$ cat src/rtl/cpu_debug_sequencer.sv
`timescale 1ns/1ps
// Debug command sequencer: turns HALT/RUN/STEP/SNAPSHOT commands into single-beat
// accesses on the core's CSR slave port and returns result words on a valid/ready stream.
module cpu_debug_sequencer #(
  parameter int unsigned POLL_GAP  = 4,
  parameter int unsigned MAX_POLLS = 1024
) (
  input  logic        i_clk,
  input  logic        i_reset,
  input  logic        i_cmd_valid,
  output logic        o_cmd_ready,
  input  logic [1:0]  i_cmd_op,
  input  logic [31:0] i_cmd_arg,
  output logic        o_rsp_valid,
  input  logic        i_rsp_ready,
  output logic [31:0] o_rsp_data,
  output logic        o_rsp_last,
  output logic        o_busy,
  output logic [6:0]  o_m_address,
  output logic        o_m_read,
  output logic        o_m_write,
  output logic [31:0] o_m_writedata,
  input  logic [31:0] i_m_readdata
);

  localparam logic [1:0] OP_HALT = 2'b00;
  localparam logic [1:0] OP_RUN  = 2'b01;
  localparam logic [1:0] OP_STEP = 2'b10;
  localparam logic [1:0] OP_SNAP = 2'b11;

  localparam logic [6:0] ADDR_CTRL  = 7'h08;
  localparam logic [6:0] ADDR_STEPS = 7'h0C;
  localparam logic [3:0] SNAP_LAST  = 4'd11;

  typedef enum logic [3:0] {
    ST_IDLE,
    ST_WR_A,
    ST_WR_B,
    ST_POLL_RD,
    ST_POLL_CAP,
    ST_POLL_WAIT,
    ST_SNAP_RD,
    ST_SNAP_CAP,
    ST_RSP
  } state_t;

  state_t      r_state;
  state_t      w_state_nxt;
  logic [1:0]  r_op;
  logic [31:0] r_arg;
  logic [31:0] r_polls;
  logic [31:0] r_gap;
  logic [3:0]  r_word;
  logic [31:0] r_rsp_data;
  logic        r_rsp_last;
  logic        w_rsp_load;
  logic [31:0] w_rsp_data_nxt;
  logic        w_rsp_last_nxt;
  logic        w_run;

  assign w_run = !i_reset;

  always_ff @(posedge i_clk) begin
    if (i_reset) begin
      r_state <= ST_IDLE;
    end else begin
      r_state <= w_state_nxt;
    end
  end

  always_comb begin
    w_state_nxt    = r_state;
    w_rsp_load     = 1'b0;
    w_rsp_data_nxt = '0;
    w_rsp_last_nxt = 1'b0;
    case (r_state)
      ST_IDLE: begin
        if (i_cmd_valid) begin
          case (i_cmd_op)
            OP_SNAP: w_state_nxt = ST_SNAP_RD;
            OP_STEP: begin
              if (i_cmd_arg == '0) begin
                w_state_nxt    = ST_RSP;
                w_rsp_load     = 1'b1;
                w_rsp_last_nxt = 1'b1;
              end else begin
                w_state_nxt = ST_WR_A;
              end
            end
            default: w_state_nxt = ST_WR_A;
          endcase
        end
      end
      ST_WR_A: begin
        if (r_op == OP_RUN) begin
          w_state_nxt    = ST_RSP;
          w_rsp_load     = 1'b1;
          w_rsp_last_nxt = 1'b1;
        end else begin
          w_state_nxt = ST_WR_B;
        end
      end
      ST_WR_B: begin
        if (r_op == OP_HALT) begin
          w_state_nxt    = ST_RSP;
          w_rsp_load     = 1'b1;
          w_rsp_last_nxt = 1'b1;
        end else begin
          w_state_nxt = ST_POLL_RD;
        end
      end
      ST_POLL_RD: w_state_nxt = ST_POLL_CAP;
      // r_polls already counts the read whose data is being sampled here
      ST_POLL_CAP: begin
        if (i_m_readdata == '0) begin
          w_state_nxt    = ST_RSP;
          w_rsp_load     = 1'b1;
          w_rsp_data_nxt = r_polls;
          w_rsp_last_nxt = 1'b1;
        end else if (r_polls >= MAX_POLLS) begin
          w_state_nxt    = ST_RSP;
          w_rsp_load     = 1'b1;
          w_rsp_data_nxt = 32'hFFFF_FFFF;
          w_rsp_last_nxt = 1'b1;
        end else begin
          w_state_nxt = ST_POLL_WAIT;
        end
      end
      ST_POLL_WAIT: begin
        if (r_gap == POLL_GAP - 1) begin
          w_state_nxt = ST_POLL_RD;
        end
      end
      ST_SNAP_RD: w_state_nxt = ST_SNAP_CAP;
      ST_SNAP_CAP: begin
        w_state_nxt    = ST_RSP;
        w_rsp_load     = 1'b1;
        w_rsp_data_nxt = i_m_readdata;
        w_rsp_last_nxt = (r_word == SNAP_LAST);
      end
      ST_RSP: begin
        if (i_rsp_ready) begin
          if (r_op == OP_SNAP && !r_rsp_last) begin
            w_state_nxt = ST_SNAP_RD;
          end else begin
            w_state_nxt = ST_IDLE;
          end
        end
      end
      default: w_state_nxt = ST_IDLE;
    endcase
  end

  always_ff @(posedge i_clk) begin
    if (i_reset) begin
      r_op       <= OP_HALT;
      r_arg      <= '0;
      r_polls    <= '0;
      r_gap      <= '0;
      r_word     <= '0;
      r_rsp_data <= '0;
      r_rsp_last <= 1'b0;
    end else begin
      if (r_state == ST_IDLE && i_cmd_valid) begin
        r_op    <= i_cmd_op;
        r_arg   <= i_cmd_arg;
        r_polls <= '0;
        r_word  <= '0;
      end
      if (r_state == ST_POLL_RD) begin
        r_polls <= r_polls + 32'd1;
      end
      if (r_state == ST_POLL_CAP) begin
        r_gap <= '0;
      end else if (r_state == ST_POLL_WAIT) begin
        r_gap <= r_gap + 32'd1;
      end
      // Only a non-final word advances the snapshot index
      if (r_state == ST_RSP && i_rsp_ready && !r_rsp_last) begin
        r_word <= r_word + 4'd1;
      end
      if (w_rsp_load) begin
        r_rsp_data <= w_rsp_data_nxt;
        r_rsp_last <= w_rsp_last_nxt;
      end
    end
  end

  // Outputs are forced low while reset is high so an aborted command emits nothing
  always_comb begin
    o_cmd_ready   = w_run && (r_state == ST_IDLE);
    o_busy        = w_run && (r_state != ST_IDLE);
    o_rsp_valid   = w_run && (r_state == ST_RSP);
    o_rsp_data    = '0;
    o_rsp_last    = 1'b0;
    o_m_read      = 1'b0;
    o_m_write     = 1'b0;
    o_m_address   = '0;
    o_m_writedata = '0;
    if (w_run) begin
      case (r_state)
        ST_WR_A: begin
          o_m_write     = 1'b1;
          o_m_address   = (r_op == OP_RUN) ? ADDR_CTRL : ADDR_STEPS;
          o_m_writedata = (r_op == OP_STEP) ? r_arg : 32'd0;
        end
        ST_WR_B: begin
          o_m_write     = 1'b1;
          o_m_address   = ADDR_CTRL;
          o_m_writedata = 32'd1;
        end
        ST_POLL_RD: begin
          o_m_read    = 1'b1;
          o_m_address = ADDR_STEPS;
        end
        ST_SNAP_RD: begin
          o_m_read    = 1'b1;
          o_m_address = {1'b0, r_word, 2'b00};
        end
        ST_RSP: begin
          o_rsp_data = r_rsp_data;
          o_rsp_last = r_rsp_last;
        end
        default: ;
      endcase
    end
  end

endmodule

$ cat config.mk
export PLATFORM = sky130hd
export DESIGN_NAME = cpu_debug_sequencer
export DESIGN_NICKNAME = d
export VERILOG_FILES = /design/src/rtl/cpu_debug_sequencer.sv
export SDC_FILE = /design/constraint.sdc
export NUM_CORES = 1
export LEC_CHECK = 0
export CAP_MARGIN = 20
export CORE_MARGIN = 2
export CORE_UTILIZATION = 30
export CTS_CLUSTER_SIZE = 10
export DETAILED_ROUTE_END_ITERATION = 7
export HOLD_SLACK_MARGIN = 0.15
export SLEW_MARGIN = 10
export SYNTH_ARGS = -nofsm -noshare
export SYNTH_HDL_FRONTEND = slang
export SYNTH_SLANG_ARGS = --single-unit
$ cat constraint.sdc
create_clock -name i_clk -period 2.6 [get_ports i_clk]
set_input_delay 0.39 -clock i_clk [delete_from_list [all_inputs] [get_ports i_clk]]
set_output_delay 0.39 -clock i_clk [all_outputs]
set_load 0.05 [all_outputs]
; Word-level counts from Yosys, hierarchy flattened
; Cells that the tools add are included.
[op_classes]
add_sub_neg = 3
n_mul = 0
div_mod_pow = 0
n_lt_le_gt_ge = 1
eq_ne = 18
n_shift = 0
mux = 41
bitwise = 0
n_reduce_logical = 20
[op_table]
columns = operator, count
row1 = $mux W32, 8
row2 = $pmux W32 S2, 2
row3 = $add A32 B1 Y32 const B, 2
row4 = $logic_not A32 Y1, 2
row5 = $mux W4, 10
row6 = $pmux W4 S9, 1
row7 = $eq A32 B2 Y1 const B, 1
row8 = $ge A32 B11 Y1 const B, 1
row9 = $pmux W6 S4, 1
row10 = $eq A4 B3 Y1 const B, 4
row11 = $mux W1, 13
row12 = $pmux W1 S5, 2
row13 = $eq A2 B2 Y1 const B, 4
row14 = $eq A4 B2 Y1 const B, 2
row15 = $eq A4 B4 Y1 const B, 2
row16 = $pmux W4 S2, 1
row17 = $logic_and A1 B1 Y1, 7
row18 = $mux W3, 2
row19 = $mux W6, 1
row20 = $ne A2 B2 Y1 const B, 3
row21 = $reduce_or A2 Y1, 3
row22 = $add A4 B1 Y4 const B, 1
row23 = $eq A4 B1 Y1 const B, 1
row24 = $logic_not A4 Y1, 1
row25 = other kinds (6), 8
[totals]
reg_bits = 139
latch_bits = 0
mem_bits_rw = 0
romBits = 0
inputBits = 70
output_inout_bits = 77
elab_cells = 91
n_memories = 0

; Longest topological paths before layout
[depth]
ltp_word = 5
depth_mapped = 8

; Worst setup path before layout
; No wires, ideal clock.
[synth_path]
kind = reg2out
start = register r_state[0]
end = output port o_m_address[3]
t_arrival_ns = 3.114
t_required_ns = 2.210
path_slack_ns = -0.904
stages_incl_launch_ff = 4
n_path_buf = 1
cell_sequence = dfxtp_1 > buf_2 > nand2b_1 > a2111oi_0
[synth_between]
elab_chain_len = 3
elab_cells_between_ends = 6
[synth_rtl]
columns = item, line_no
row1 = start: declaration, 47  ; state_t r_state;
row2 = start signal: assignment, 67  ; r_state <= w_state_nxt;
row3 = "$eq A4 B3 Y1, or another cell as far along", 201  ; case (r_state)
row4 = $pmux W6 S4 (*), 201
row5 = $mux W6 (*), 200  ; if (w_run) begin
row6 = end: declaration, 19  ; output logic [6:0] o_m_address,
; Mark *: on every way between the ends. The rest lies on a longest branch, timed or not.

; Final worst setup path
[layout_path]
start = register r_state[0]
end = output port o_rsp_data[18]
[layout_between]
elab_chain_len = 3
[layout_rtl]
columns = item, line_no
row1 = $eq A4 B4 Y1, 201
row2 = $mux W32, 201
row3 = $mux W32, 200
row4 = end: declaration, 16  ; output logic [31:0] o_rsp_data,
; Every way passes these cells.

==> results.tsv <==
stage	metric	value	unit
layout	final_nets	1136	
global_routing	grt_max_degree	71	
placement	numPlacedInstances	1357	
placement	placed_area	9780	um^2
global_routing	grt-ovfl-total	0	
routing	num_vias	7120	
routing	ant_nets	0	
routing	post_drt_wl_per_cell	15.6	um
worst_setup_path	critPathArrivalTime	2110	ps
power	power.leakage	3.71	nW
floorplan	die_x	158	um
floorplan	ios	147	
timing	setup_viol_count_final	0	
layout	drive_gt1_share	18.2	%
clock_tree	cts_tree	yes	
synth	synthDistinctLibCells	66	
synth	yosys_warnings	0	
layout	final_cell_area	10500	um^2
clock_tree	htreeDepth	4	
layout	instances_no_fill	1393	
worst_setup_path	path_depth	5	
synth	synth_edf_count	0	
floorplan	die_area	25100	um^2
timing	grt_setup_unrepaired	false	
worst_setup_path	crit_fanout	15	
clock_tree	clkLatencyLatePin	420	ps
timing	slew_viol_final	0	
synth	async_reset_ff_share	0	%
global_routing	grt_util_all_layers	17.3	%
timing	finalSetupTns	0	ps
power	powerDensity	592	nW/um^2
layout	final_core_util	44.6	%
worst_setup_path	r2r_cells	8	
synth	ys.flop_type	dfxtp_1	
floorplan	die_h	158	um
timing	hold_viol	0	
synth	syn-instance-count	914	
floorplan	core	23500	um^2
routing	firstDrtPassIters	4	
worst_setup_path	end_kind	output pin	
worst_hold_path	holdCritPathClass	in2reg	
placement	port_buffers	143	
flow_run	maxCapViolCount	0	
clock_tree	cts-buffers-inserted	17	
timing	timing.hold.ws	273	ps
global_routing	grt_antenna_before_repair	0	
timing	relSlewSlack	48.1	%
timing	fin_skew	10.6	ps
routing	drcViolationCount	0	
timing	fin_crit_sh	96.3	%
synth	syn_area_per_cell	7.83	um^2
timing	worst_pin_slew	779	ps
worst_setup_path	crit_path_start_kind	flip-flop	
clock_tree	clock_sinks	139	
worst_setup_path	critical_path_required	2210	ps
routing	via_per_inst	5.11	
layout	layout_common_cells	152 x nand2_1, 135 x dfxtp_1, 75 x nor2_1	
worst_setup_path	crit_chain	or4b_4 > nor2_2 > buf_4 > and2_1 > buf_12	
layout	antenna_cells	0	
clock_tree	clockBufferDepth	2	
worst_setup_path	max_stage_delay	570	ps
placement	gp_congestion	0.880	
floorplan	start_util	30.5	%
placement	place_ws	-59.5	ps
power	power	6.20	mW
worst_setup_path	slowest_stage	or4b_4	
clock_tree	clkTransAtPathRegs	60	ps
layout	area_delta_synth_final	46.4	%
layout	layout_commonest_cell	nand2_1	
clock_tree	cts-root-buf	clkbuf_16	
routing	drt_iter0_drc	456	
placement	hpwl	15.5	mm
timing	timing.final.ws_setup	97.2	ps
global_routing	grt_pass1_wl	34.3	mm
synth	synth_seq_cells	139	
worst_setup_path	path_delay_family	simple AND/OR/NAND/NOR gates	
floorplan	rows	56	
power	ir_drop	0.000505	V
routing	drt-total-wl	21.7	mm
clock_tree	ctsHoldBuffers	0	
timing	min_period	2500	ps
global_routing	grt_pass1_vias	6569	
synth	seq_area_frac_synth	38.9	%
synth	synth_area	7150	um^2
worst_setup_path	path_class	reg2out	
worst_hold_path	whs_path_depth	2	
timing	fmax	400	MHz
worst_setup_path	crit_buf_inv	2	
run_status	status	complete, no violations	
[cell usage after synthesis (15+ instances only)]
master      n  share of area [%]
clkbuf_1   37                1.9
a21oi_1    67                4.7
nand2b_1   24                2.1
xor2_1     15                1.8
nor4_1     28                2.4
a22oi_1    30                3.1
dfxtp_1   139                 39
nand4_1    18                1.6
nand2_1   153                8.0
nor2_1     77                4.0
nand3_1    34                2.4
inv_1      19                1.0
o21ai_0    16                1.1
o22ai_1    30                2.6
and2_1     64                5.6
[final timing paths]
path | start | end | slack, ps
max reg2reg | r_gap[0] | r_rsp_data[14] | 300
min reg2reg | r_arg[31] | r_arg[31] | 450
min | i_reset | r_arg[2] | 270
max | r_state[0] | o_rsp_data[18] | 100
[sequential cells by signal (all words and copies together), names as in the netlist]
signal and count:
r_gap 32, r_word 4, r_arg 32, r_polls 32
r_rsp_last 1, r_op 2, r_state 4, r_rsp_data 32
[report_power, final]
group	switching, mW	total [mW]	internal (mW)
combinational	0.752	1.26	0.505
clock	0.945	2.59	1.64
sequential	0.0988	2.35	2.25
total	1.80	6.20	4.40
[timing repair]
| action | 4_1_cts | 5_1_grt |
|---|---|---|
| pin swaps | 1 | 2 |
| gates resized for setup | 6 | 7 |
| endpoints found under the setup margin | 64 | 14 |
| setup buffers | 0 | 5 |
[worst register-to-register path, stage by stage (launching register included)]
cell      delay [ps]
dfxtp_1          380
ha_1             180
nor4b_1          250
nand4_1          170
o21ai_0          420
nand2_1          160
buf_4            190
a221oi_1         290
a21oi_1          100
[kinds of logic (layout without fill, tap and decap cells)]
family                   after synthesis  after routing  synth area share [%]
multiplexers                          14             14                  2.13
other                                  1              3                0.0524
buffers and inverters                 80            238                  4.93
flip-flops                           139            139                  38.9
AND/OR/NAND/NOR                      473            473                  34.5
XOR/XNOR                              26             26                  3.18
adder cells (fa/ha/maj)                4              4                 0.700
AO/OA/AOI/OAI                        177            177                  15.6
[layout make-up]
cell class / count / area, um^2
fill: 2296 / 13000
multi-input combinational: 697 / 4070
sequential: 139 / 2800
timing repair buffer: 188 / 2510
clock buffer: 19 / 453
tap: 319 / 399
clock inverter: 12 / 171
inverter: 19 / 71.3
[metal layers]
layer / track usage (%) / vias to the layer above / part of all wire, %
met5: 0 / - / 0
met4: 7.64 / 0 / 2.9
met3: 4.30 / 39 / 5.8
met2: 28.9 / 200 / 49
met1: 21.0 / 3362 / 43
li1: - / 3519 / -
Power figures use the tool's default switching activity.
